File: src/rtl/spi_cfg_tx_if.sv
// spi_cfg_tx_if: request/status and SPI wire bundle for spi_cfg_tx.
// Optional trig_only field exists only with SPI_TX_TRIG_ONLY_EN defined.
//
// Signals
//   start     request a frame (accepted only while busy=0)
//   trig      trigger bit, first bit on the wire
//   adsr_*    attack/decay increments, sustain level, release increment (8b)
//   osc_count oscillator period count (12b)
//   filter_*  filter coefficients a/b (8b)
//   trig_only send the trigger bit only (SPI_TX_TRIG_ONLY_EN builds)
//   busy      transmitter not idle
//   done      one-cycle pulse when a frame has fully completed
//   sclk      SPI clock, idle low
//   nss       frame select, active low
//   mosi      serial data
// Modports: slave = transmitter side, master = requester/observer side.
interface spi_cfg_tx_if;
    logic        start;
    logic        trig;
    logic [7:0]  adsr_ai;
    logic [7:0]  adsr_di;
    logic [7:0]  adsr_s;
    logic [7:0]  adsr_ri;
    logic [11:0] osc_count;
    logic [7:0]  filter_a;
    logic [7:0]  filter_b;
`ifdef SPI_TX_TRIG_ONLY_EN
    logic        trig_only;
`endif
    logic        busy;
    logic        done;
    logic        sclk;
    logic        nss;
    logic        mosi;

    modport slave (
`ifdef SPI_TX_TRIG_ONLY_EN
        input  trig_only,
`endif
        input  start, trig,
        input  adsr_ai, adsr_di, adsr_s, adsr_ri,
        input  osc_count, filter_a, filter_b,
        output busy, done, sclk, nss, mosi
    );

    modport master (
`ifdef SPI_TX_TRIG_ONLY_EN
        output trig_only,
`endif
        output start, trig,
        output adsr_ai, adsr_di, adsr_s, adsr_ri,
        output osc_count, filter_a, filter_b,
        input  busy, done, sclk, nss, mosi
    );
endinterface

File: src/rtl/spi_cfg_tx.sv
// spi_cfg_tx: SPI master shifting one 61-bit synth configuration frame
// {trig, filter_b, filter_a, osc_count, adsr_ri, adsr_s, adsr_di, adsr_ai}
// MSB first. Optional feature macro: SPI_TX_TRIG_ONLY_EN (1-bit trigger
// frames selected by bus.trig_only).
//
// Ports
//   clk    system clock, rising edge
//   arstn  asynchronous active-low reset
//   bus    spi_cfg_tx_if.slave: start/fields in, busy/done/sclk/nss/mosi out
// Parameters
//   CLK_DIV    sclk half-period in clk cycles (>=1)
//   GAP_CYCLES minimum nss-high cycles between frames (>=1)
module spi_cfg_tx #(
    parameter int CLK_DIV    = 4,
    parameter int GAP_CYCLES = 8
) (
    input  logic        clk,
    input  logic        arstn,
    spi_cfg_tx_if.slave bus
);

    localparam int FW = 61;
    localparam int DW = $clog2(CLK_DIV + 1);
    localparam int GW = $clog2(GAP_CYCLES + 1);

    localparam logic [DW-1:0] DIV_LOAD = DW'(CLK_DIV - 1);
    // The IDLE cycle that follows GAP also keeps nss high, so GAP itself
    // lasts one cycle less than the required gap.
    localparam logic [GW-1:0] GAP_LOAD =
        GW'((GAP_CYCLES > 1) ? GAP_CYCLES - 2 : 0);

    typedef enum logic [2:0] {
        IDLE,
        SETUP,
        HIGH,
        LOW,
        HOLD,
        GAP
    } state_t;

    state_t        state_q, state_d;
    logic [DW-1:0] div_q, div_d;
    logic [GW-1:0] gcnt_q, gcnt_d;
    logic [5:0]    bitcnt_q, bitcnt_d;
    logic [FW-1:0] shreg_q, shreg_d;

    logic sclk_q, sclk_d;
    logic nss_q, nss_d;
    logic mosi_q, mosi_d;
    logic busy_q, busy_d;
    logic done_q, done_d;

    logic [FW-1:0] frame;
    logic [5:0]    first_cnt;
    logic          phase_end;
    logic          in_frame;

    always_comb begin
        frame = {bus.trig, bus.filter_b, bus.filter_a, bus.osc_count,
                 bus.adsr_ri, bus.adsr_s, bus.adsr_di, bus.adsr_ai};
`ifdef SPI_TX_TRIG_ONLY_EN
        first_cnt = bus.trig_only ? 6'd0 : 6'(FW - 1);
`else
        first_cnt = 6'(FW - 1);
`endif
    end

    // State and counter registers. Outputs are registered from their
    // next-state values so sclk/nss/mosi never glitch.
    always_ff @(posedge clk or negedge arstn) begin
        if (!arstn) begin
            state_q  <= IDLE;
            div_q    <= '0;
            gcnt_q   <= '0;
            bitcnt_q <= '0;
            shreg_q  <= '0;
            sclk_q   <= 1'b0;
            nss_q    <= 1'b1;
            mosi_q   <= 1'b0;
            busy_q   <= 1'b0;
            done_q   <= 1'b0;
        end else begin
            state_q  <= state_d;
            div_q    <= div_d;
            gcnt_q   <= gcnt_d;
            bitcnt_q <= bitcnt_d;
            shreg_q  <= shreg_d;
            sclk_q   <= sclk_d;
            nss_q    <= nss_d;
            mosi_q   <= mosi_d;
            busy_q   <= busy_d;
            done_q   <= done_d;
        end
    end

    // Next-state logic
    always_comb begin
        state_d   = state_q;
        div_d     = div_q;
        gcnt_d    = gcnt_q;
        bitcnt_d  = bitcnt_q;
        shreg_d   = shreg_q;
        phase_end = (div_q == '0);

        unique case (state_q)
            IDLE: begin
                if (bus.start) begin
                    state_d  = SETUP;
                    shreg_d  = frame;
                    bitcnt_d = first_cnt;
                end
            end
            SETUP: begin
                if (phase_end) state_d = HIGH;
            end
            HIGH: begin
                if (phase_end) begin
                    if (bitcnt_q != 6'd0) begin
                        // next bit appears on mosi from the first LOW cycle
                        state_d  = LOW;
                        shreg_d  = {shreg_q[FW-2:0], 1'b0};
                        bitcnt_d = bitcnt_q - 6'd1;
                    end else begin
                        state_d = HOLD;
                    end
                end
            end
            LOW: begin
                if (phase_end) state_d = HIGH;
            end
            HOLD: begin
                if (phase_end) begin
                    state_d = (GAP_CYCLES > 1) ? GAP : IDLE;
                end
            end
            GAP: begin
                if (gcnt_q == '0) state_d = IDLE;
            end
            default: state_d = IDLE;
        endcase

        // every phase change restarts both timers
        if (state_d != state_q) begin
            div_d  = DIV_LOAD;
            gcnt_d = GAP_LOAD;
        end else begin
            if (div_q != '0)  div_d  = div_q - 1'b1;
            if (gcnt_q != '0) gcnt_d = gcnt_q - 1'b1;
        end
    end

    // Output decode of the upcoming state
    always_comb begin
        in_frame = (state_d == SETUP) || (state_d == HIGH) ||
                   (state_d == LOW)   || (state_d == HOLD);
        sclk_d   = (state_d == HIGH);
        nss_d    = !in_frame;
        mosi_d   = in_frame && shreg_d[FW-1];
        busy_d   = (state_d != IDLE);
        done_d   = (state_d == IDLE) && (state_q != IDLE);
    end

    assign bus.sclk = sclk_q;
    assign bus.nss  = nss_q;
    assign bus.mosi = mosi_q;
    assign bus.busy = busy_q;
    assign bus.done = done_q;

endmodule

File: src/flat_wrapper.sv
// flat-port wrapper written by rule: the top's interface ports become plain ports
module spi_cfg_tx_flat 
#(
    parameter int CLK_DIV    = 4,
    parameter int GAP_CYCLES = 8
)
  (clk, arstn, bus_start, bus_trig, bus_adsr_ai, bus_adsr_di, bus_adsr_s, bus_adsr_ri, bus_osc_count, bus_filter_a, bus_filter_b, bus_busy, bus_done, bus_sclk, bus_nss, bus_mosi);
  spi_cfg_tx_if bus_i ();
  input  logic clk;
  input  logic arstn;
  input wire logic [$bits(bus_i.start)-1:0] bus_start;
  input wire logic [$bits(bus_i.trig)-1:0] bus_trig;
  input wire logic [$bits(bus_i.adsr_ai)-1:0] bus_adsr_ai;
  input wire logic [$bits(bus_i.adsr_di)-1:0] bus_adsr_di;
  input wire logic [$bits(bus_i.adsr_s)-1:0] bus_adsr_s;
  input wire logic [$bits(bus_i.adsr_ri)-1:0] bus_adsr_ri;
  input wire logic [$bits(bus_i.osc_count)-1:0] bus_osc_count;
  input wire logic [$bits(bus_i.filter_a)-1:0] bus_filter_a;
  input wire logic [$bits(bus_i.filter_b)-1:0] bus_filter_b;
  output wire logic [$bits(bus_i.busy)-1:0] bus_busy;
  output wire logic [$bits(bus_i.done)-1:0] bus_done;
  output wire logic [$bits(bus_i.sclk)-1:0] bus_sclk;
  output wire logic [$bits(bus_i.nss)-1:0] bus_nss;
  output wire logic [$bits(bus_i.mosi)-1:0] bus_mosi;
  assign bus_i.start = bus_start;
  assign bus_i.trig = bus_trig;
  assign bus_i.adsr_ai = bus_adsr_ai;
  assign bus_i.adsr_di = bus_adsr_di;
  assign bus_i.adsr_s = bus_adsr_s;
  assign bus_i.adsr_ri = bus_adsr_ri;
  assign bus_i.osc_count = bus_osc_count;
  assign bus_i.filter_a = bus_filter_a;
  assign bus_i.filter_b = bus_filter_b;
  assign bus_busy = bus_i.busy;
  assign bus_done = bus_i.done;
  assign bus_sclk = bus_i.sclk;
  assign bus_nss = bus_i.nss;
  assign bus_mosi = bus_i.mosi;
  spi_cfg_tx #(.CLK_DIV(CLK_DIV), .GAP_CYCLES(GAP_CYCLES)) u_core (.clk(clk), .arstn(arstn), .bus(bus_i));
endmodule
File: config.mk
export PLATFORM = sky130hd
export DESIGN_NAME = spi_cfg_tx_flat
export DESIGN_NICKNAME = d
export VERILOG_FILES = /design/src/rtl/spi_cfg_tx_if.sv /design/src/rtl/spi_cfg_tx.sv /design/src/flat_wrapper.sv
export SDC_FILE = /design/constraint.sdc
export NUM_CORES = 1
export LEC_CHECK = 0
export CAP_MARGIN = 20
export CORE_MARGIN = 2
export CORE_UTILIZATION = 45
export CTS_CLUSTER_SIZE = 20
export DETAILED_ROUTE_END_ITERATION = 10
export GPL_TIMING_DRIVEN = 1
export HOLD_SLACK_MARGIN = 0.15
export PLACE_DENSITY = 0.74
export SLEW_MARGIN = 20
export SYNTH_ARGS = -nofsm -noshare
export SYNTH_HDL_FRONTEND = slang
export SYNTH_SLANG_ARGS = --single-unit
File: constraint.sdc
create_clock -name clk -period 2.3 [get_ports clk]
set_clock_uncertainty 0.1 [all_clocks]
set_input_delay 0.23 -clock clk [delete_from_list [all_inputs] [get_ports clk]]
set_output_delay 0.23 -clock clk [all_outputs]
set_load 0.05 [all_outputs]
==> run metrics, run 1 <==
Crit Path Max Fanout=7; most frequent cells in the layout=81 x dfrtp_1, 67 x clkdlybuf4s50_1, 61 x a21o_1; FF-to-FF setup slack=around 0.13 ns; Layout Nets=451; wl on met1=3500 um; status=complete, no violations; total chip power=around 2.6 mW; vias=2799; full die area=9020 sq um; Ports=69; Crit. End Element=flop; port bufs=68; hold crit path type=input pin to async pin; met3 WL=482 um; flops & latches, synth=just over 80; largest net degree at the start of global routing=between 60 and 70; Netlist cell types=43; CTS resizes=0; DP HPWL=~4900 um; CTS tree=yes; Vias/cell=~5.7; Post-Route Setup TNS=0 ns; yosys warns=0; syn nets=384; WP data required=between 2 and 2.5 ns; MaxCap Viol Count=0; total track usage=around 18%; leakage=around 2.6 nW; DRT Wirelength=approximately 7600 um; Rows=33; r2r startpoint=u_core.gcnt_q[0]$_DFFE_PN0P_; first-pass GRT wire length=between 10000 and 15000 um; core area=8130 sq um; CTS root buf=clkbuf_8; GRT overflow=0; drt drc=0; ratio of cells with drive above 1 in the final layout=9.28%; synthesized instance count=~320; clock sink count=82; Final GP Congestion=0.815; post-synthesis average cell area=11.8 sq um; period utilization=94.4%; Initial DRC Count=165; WL/cell=15.4 um; worst-case reg-to-reg path depth=6; clock slew at reported path FFs=0.09 ns; Final Hold Viols=0; Top Layer Used=met4; Seq/Total Area, Yosys=a little under three fifths; Max clock buf depth=2; worst path cell trace=inv_1, ha_1, or3b_2, a221oi_1, nand2_1, and3_1; Chip Height=95.0 um; final setup violation count=0; EDFF count, synth=0; Top FF cell, synth=dfrtp_1; Antenna Violating Nets Remaining=0; Worst path slowest cell=or3b_2; Startpoint Class=flop; max-slew violations=0; wire length on met2=roughly 3500 um; min cycle time layout=about 2.2 ns; Pwr per Cell Area=540 nW/um^2; die width=roughly 95 um; P&R area growth vs syn=27.4%; CTS H-Tree Depth=3; Peak VDD IR=approximately 0.39 mV; RSZ-0062 raised after global routing=false; crit path kind=flop to flop; slowest cell delay on critical path=0.52 ns; initial antenna violation count=0; TritonCTS Buffers=9; clk_lat worst skew=0.35 ns; vias in the first global route=2642; utilization after layout=between 50% and 60%; Critical Path AT=roughly 2.3 ns; reg2reg end=u_core.gcnt_q[0]$_DFFE_PN0P_; fmax=461 MHz; First-pass DRT Iterations=5; initial core utilization=45.8%; post-route setup slack=~0.13 ns; Synth Cell Area=3720 sq um; Slew headroom=67.0%; commonest non-fill, non-tap cell in the layout=dfrtp_1; Slew @ Worst Pin=0.494 ns; Antenna diodes=0; minimum hold slack=0.267 ns; pre-CTS WS=between 0.1 and 0.15 ns; Setup crit start=u_core.gcnt_q[0]$_DFFE_PN0P_; async set-reset flop share out of synthesis=100%
how the worst max path moves through the flow:
stage,endpoint,cells after the start
after floorplan,u_core.gcnt_q[0]$_DFFE_PN0P_,6
after CTS,u_core.gcnt_q[0]$_DFFE_PN0P_,6
after detailed placement,u_core.gcnt_q[0]$_DFFE_PN0P_,6
final,u_core.gcnt_q[0]$_DFFE_PN0P_,6
after global placement,u_core.gcnt_q[0]$_DFFE_PN0P_,6
after global routing,u_core.gcnt_q[0]$_DFFE_PN0P_,6
timing repair:
action,in CTS,in global routing
setup endpoints to repair,0,0
hold buffers,1,0
setup buffers,0,0
endpoints found under the hold margin,82,0
area by class of cell:
class	count	area [sq um]
multi-input cells	202	1540
well taps	105	131
fillers	683	3390
clock buffers	10	138
inverters	9	33.8
clock inverters	6	48.8
repair buffers	79	801
flip-flops and latches	82	2050
metrics by stage:
| stage | instance area, sq um | cells |
|---|---|---|
| 4_1_cts | 4740 | 493 |
| 5_1_grt | 4740 | 493 |
| 3_3_place_gp | 4550 | 476 |
| 3_5_place_dp | 4550 | 476 |
| 6_report | 4740 | 493 |
| 2_1_floorplan | 3720 | 316 |
flip-flops by register name (all words and copies together), names as in the netlist:
| register | flops |
|---|---|
| u_core.shreg_q | 61 |
| u_core.bitcnt_q | 6 |
| u_core.gcnt_q | 4 |
| u_core.div_q | 3 |
| u_core.state_q | 3 |
| u_core.bus.busy | 1 |
| u_core.bus.done | 1 |
| u_core.bus.mosi | 1 |
| u_core.bus.nss | 1 |
| u_core.bus.sclk | 1 |
worst max-delay path, delay by kind of cell (launching register included):
kind	cells	cell delay (ns)
AOI/OAI and AO/OA	1	0.32
DFF	1	0.40
adders and majority gates	1	0.21
buffers and inverters	1	0.07
and+or+nand+nor	3	0.96
routing by layer:
metal | up-vias | global-route usage, %
met5 | - | 0
met4 | 0 | 5.07
met3 | 8 | 6.86
met2 | 73 | 26.9
met1 | 1389 | 25.1
li1 | 1329 | -
synth_stat cells, types with 2 or more instances:
library cell	instances	area share [%]
nor2b_1	3	0.50
a22oi_1	2	0.40
nor3_1	5	0.67
xnor2_1	2	0.47
o21ai_0	3	0.40
nor3b_1	2	0.40
buf_2	8	1.1
or3_1	2	0.34
a21oi_1	4	0.54
and3_1	3	0.50
a21o_1	61	12
a221oi_1	2	0.47
dfrtp_1	81	54
buf_6	2	0.60
nor2_1	9	0.91
nand2_1	4	0.40
a31oi_1	3	0.50
ha_1	4	1.3
nand3_1	7	0.94
and2_1	3	0.50
nand2b_1	2	0.34
or3b_2	2	0.47
clkbuf_1	12	1.2
inv_1	9	0.91
o211ai_1	3	0.60
a22o_1	60	14
o2111ai_1	2	0.47
kinds of logic after synthesis:
family          share of synthesized area (%)
compound gates                           31.1
xor+xnor                                0.471
fa+ha+maj                                1.34
buf+inv                                  4.00
flops                                    55.1
mux                                     0.571
simple gates                             7.33
report_power, final:
| group | switching (mW) | internal, mW |
|---|---|---|
| clock network | 0.548 | 0.431 |
| registers | 0 | 1.44 |
| logic | 0.0454 | 0.0985 |
| total | 0.593 | 1.97 |
Note: power is estimated with default switching activity, not from simulation.
==> run 2, diff against run 1 <==
CTS_CLUSTER_DIAMETER = 40   (was default)
==> results of run 2 <==
The final DEF is identical to that of run 1; final timing and power are the same.
==> variant: new RTL, config.mk and constraints of run 1 <==
Make the reset (`arstn`) synchronous in one clocked block. Comments in the files are not updated.
--- a/src/rtl/spi_cfg_tx.sv
+++ b/src/rtl/spi_cfg_tx.sv
@@ -67,7 +67,7 @@
 
     // State and counter registers. Outputs are registered from their
     // next-state values so sclk/nss/mosi never glitch.
-    always_ff @(posedge clk or negedge arstn) begin
+    always_ff @(posedge clk) begin
         if (!arstn) begin
             state_q  <= IDLE;
             div_q    <= '0;
Function: differs if arstn is asserted again (counterexample within 4 cycles, from zero or initial values and one cycle with arstn low); with arstn held inactive, the same outputs for 10 cycles.
==> variant against run 1 <==
Critical path depth is 2 higher; cell area down 7.1%; global-route usage increased by 0.16 points; routed wire length fell by 2.6%; highest routed layer unchanged; setup slack better by 28 ps; sequential cell count unchanged; critical path type unchanged; die area fell by 9.9%; first-iteration DRC count down 4.8%; critical endpoint is now u_core.gcnt_q[0]; area after synthesis decreased by 10%; sequential share of layout area is 6.0 points lower.
Power is not compared: it rests on default switching activity, and its combinational part moved more than twofold at a synthesized area within 25%.
==> variant: results (changes against run 1) <==
- Sw Ratio: 0.283
- Reg-to-reg startpoint: u_core.div_q[0] (was u_core.gcnt_q[0])
- Routed wl met3: 467 um (was 482 um)
- Cell family with most CP delay: simple AND/OR/NAND/NOR gates (unchanged)
- Synth cell count leaders: dfxtp_1 (82), a21oi_1 (68), nand2_1 (65) (was dfrtp_1 (81), a21o_1 (61), a22o_1 (60))
- Largest net degree at the start of global routing: 44 (was 65)
- Slew of the pin with the lowest slew margin: 630 ps (was 494 ps)
- GRT met1 Usage: 0.231 (was 0.251)
- Final instance count without filler cells: 545 (was 493)
- Synth cell types: 45 (was 43)
- Initial DRC count: 157 (was 165)
- Vias per cell: 5.43 (was 5.68)
- Met1 WL: 3440 um (was 3500 um)
- GP Congestion: 0.885 (was 0.815)
- Initial antenna violation count: 0 (unchanged)
- Placed Cells incl. Taps: 529 (was 476)
- Total Routing Usage GR: 0.183 (was 0.182)
- Synth Instances: 384 (was 316)
- Seq/Total Area, Yosys: 0.492 (was 0.551)
- Final net count: 508 (was 451)
- Status: finished, final reports clean (unchanged)
- Initial DRT Pass Iterations: 4 (was 5)
- CTS Buffer Depth: 2 (unchanged)
- Per-cell routed wire length: 13.5 um (was 15.4 um)
- Vias in the first global route: 2,809 (was 2,642)
- Post-Syn Nets: 451 (was 384)
- TritonCTS buffer count: 9 (unchanged)
- CP max stage cell: nor2_1 (was or3b_2)
- Min-Delay Path Class: reg -> reg (was in -> async)
- Post-synthesis async set-or-reset flop share: 0 (was 1.00)
- Dpl hpwl: 4940 um (was 4900 um)
- FF-to-FF End: u_core.gcnt_q[0] (unchanged)
- CP Max Fanout: 6 (was 7)
- Largest stage delay on the critical path: 350 ps (was 520 ps)
- Met3 GRT Util: 0.0461 (was 0.0686)
- R2R depth: 8 (was 6)
- Grt met2 use: 0.304 (was 0.269)
- Met2 routed WL: 3390 um (was 3480 um)
- Setup slack, reg-to-reg: 160 ps (was 130 ps)
- Ant diodes: 0 (unchanged)
- Top post-synthesis cells by area: dfxtp_1 (49%), a22oi_1 (14%), a21oi_1 (10%), nand2_1 (7.3%), buf_2 (2.7%) (was dfrtp_1 (54%), a22o_1 (14%), a21o_1 (12%), ha_1 (1.3%), clkbuf_1 (1.2%))
- First-pass GRT wire length: 12,400 um (was 12,600 um)
- Share of cells above drive strength 1: 0.0785 (was 0.0928)
-- variant: stage by stage --
step	power (uW)	utilization	worst slack (ps)	hold slack (ps)	area (um2)
2_1_floorplan	2290	-	397	252	3340
3_3_place_gp	2590	0.578	238	342	4170
3_5_place_dp	2610	0.578	92.9	346	4170
4_1_cts	3820	0.610	67.0	357	4400
5_1_grt	3990	0.611	4.14	374	4410
6_report	3790	0.611	157	354	4410
-- variant: final cells by class --
cell class / instances / area, um2
timing repair buffer: 78 / 831
inverter: 8 / 30.0
multi-input combinational: 262 / 1550
tap: 99 / 124
clock inverter: 6 / 105
fill: 651 / 2810
clock buffer: 10 / 128
sequential: 82 / 1640
-- variant: cell families after synthesis --
| family | after synthesis | synth area share |
|---|---|---|
| compound gates | 150 | 0.287 |
| fa+ha+maj | 3 | 0.0112 |
| flops | 82 | 0.492 |
| mux | 1 | 0.00300 |
| simple gates | 105 | 0.148 |
| buf+inv | 40 | 0.0517 |
| xor+xnor | 3 | 0.00787 |
-- variant: worst max path at each step --
stage	startpoint	slack [ps]	end
2_1_floorplan	u_core.bitcnt_q[0]	400	u_core.bitcnt_q[1]
3_3_place_gp	u_core.bitcnt_q[0]	240	u_core.shreg_q[58]
3_5_place_dp	u_core.bitcnt_q[0]	90	u_core.gcnt_q[0]
4_1_cts	u_core.bitcnt_q[0]	70	u_core.gcnt_q[0]
5_1_grt	u_core.div_q[0]	4	u_core.gcnt_q[0]
6_report	u_core.div_q[0]	160	u_core.gcnt_q[0]
-- variant: worst register-to-register path, stage by stage, from the launching register on --
cell and delay, ps:
dfxtp_1 310, inv_1 70, ha_1 250, nor2b_1 150, buf_4 160, a32oi_1 210, o311ai_1 150, nor2_1 350
nor4b_1 290
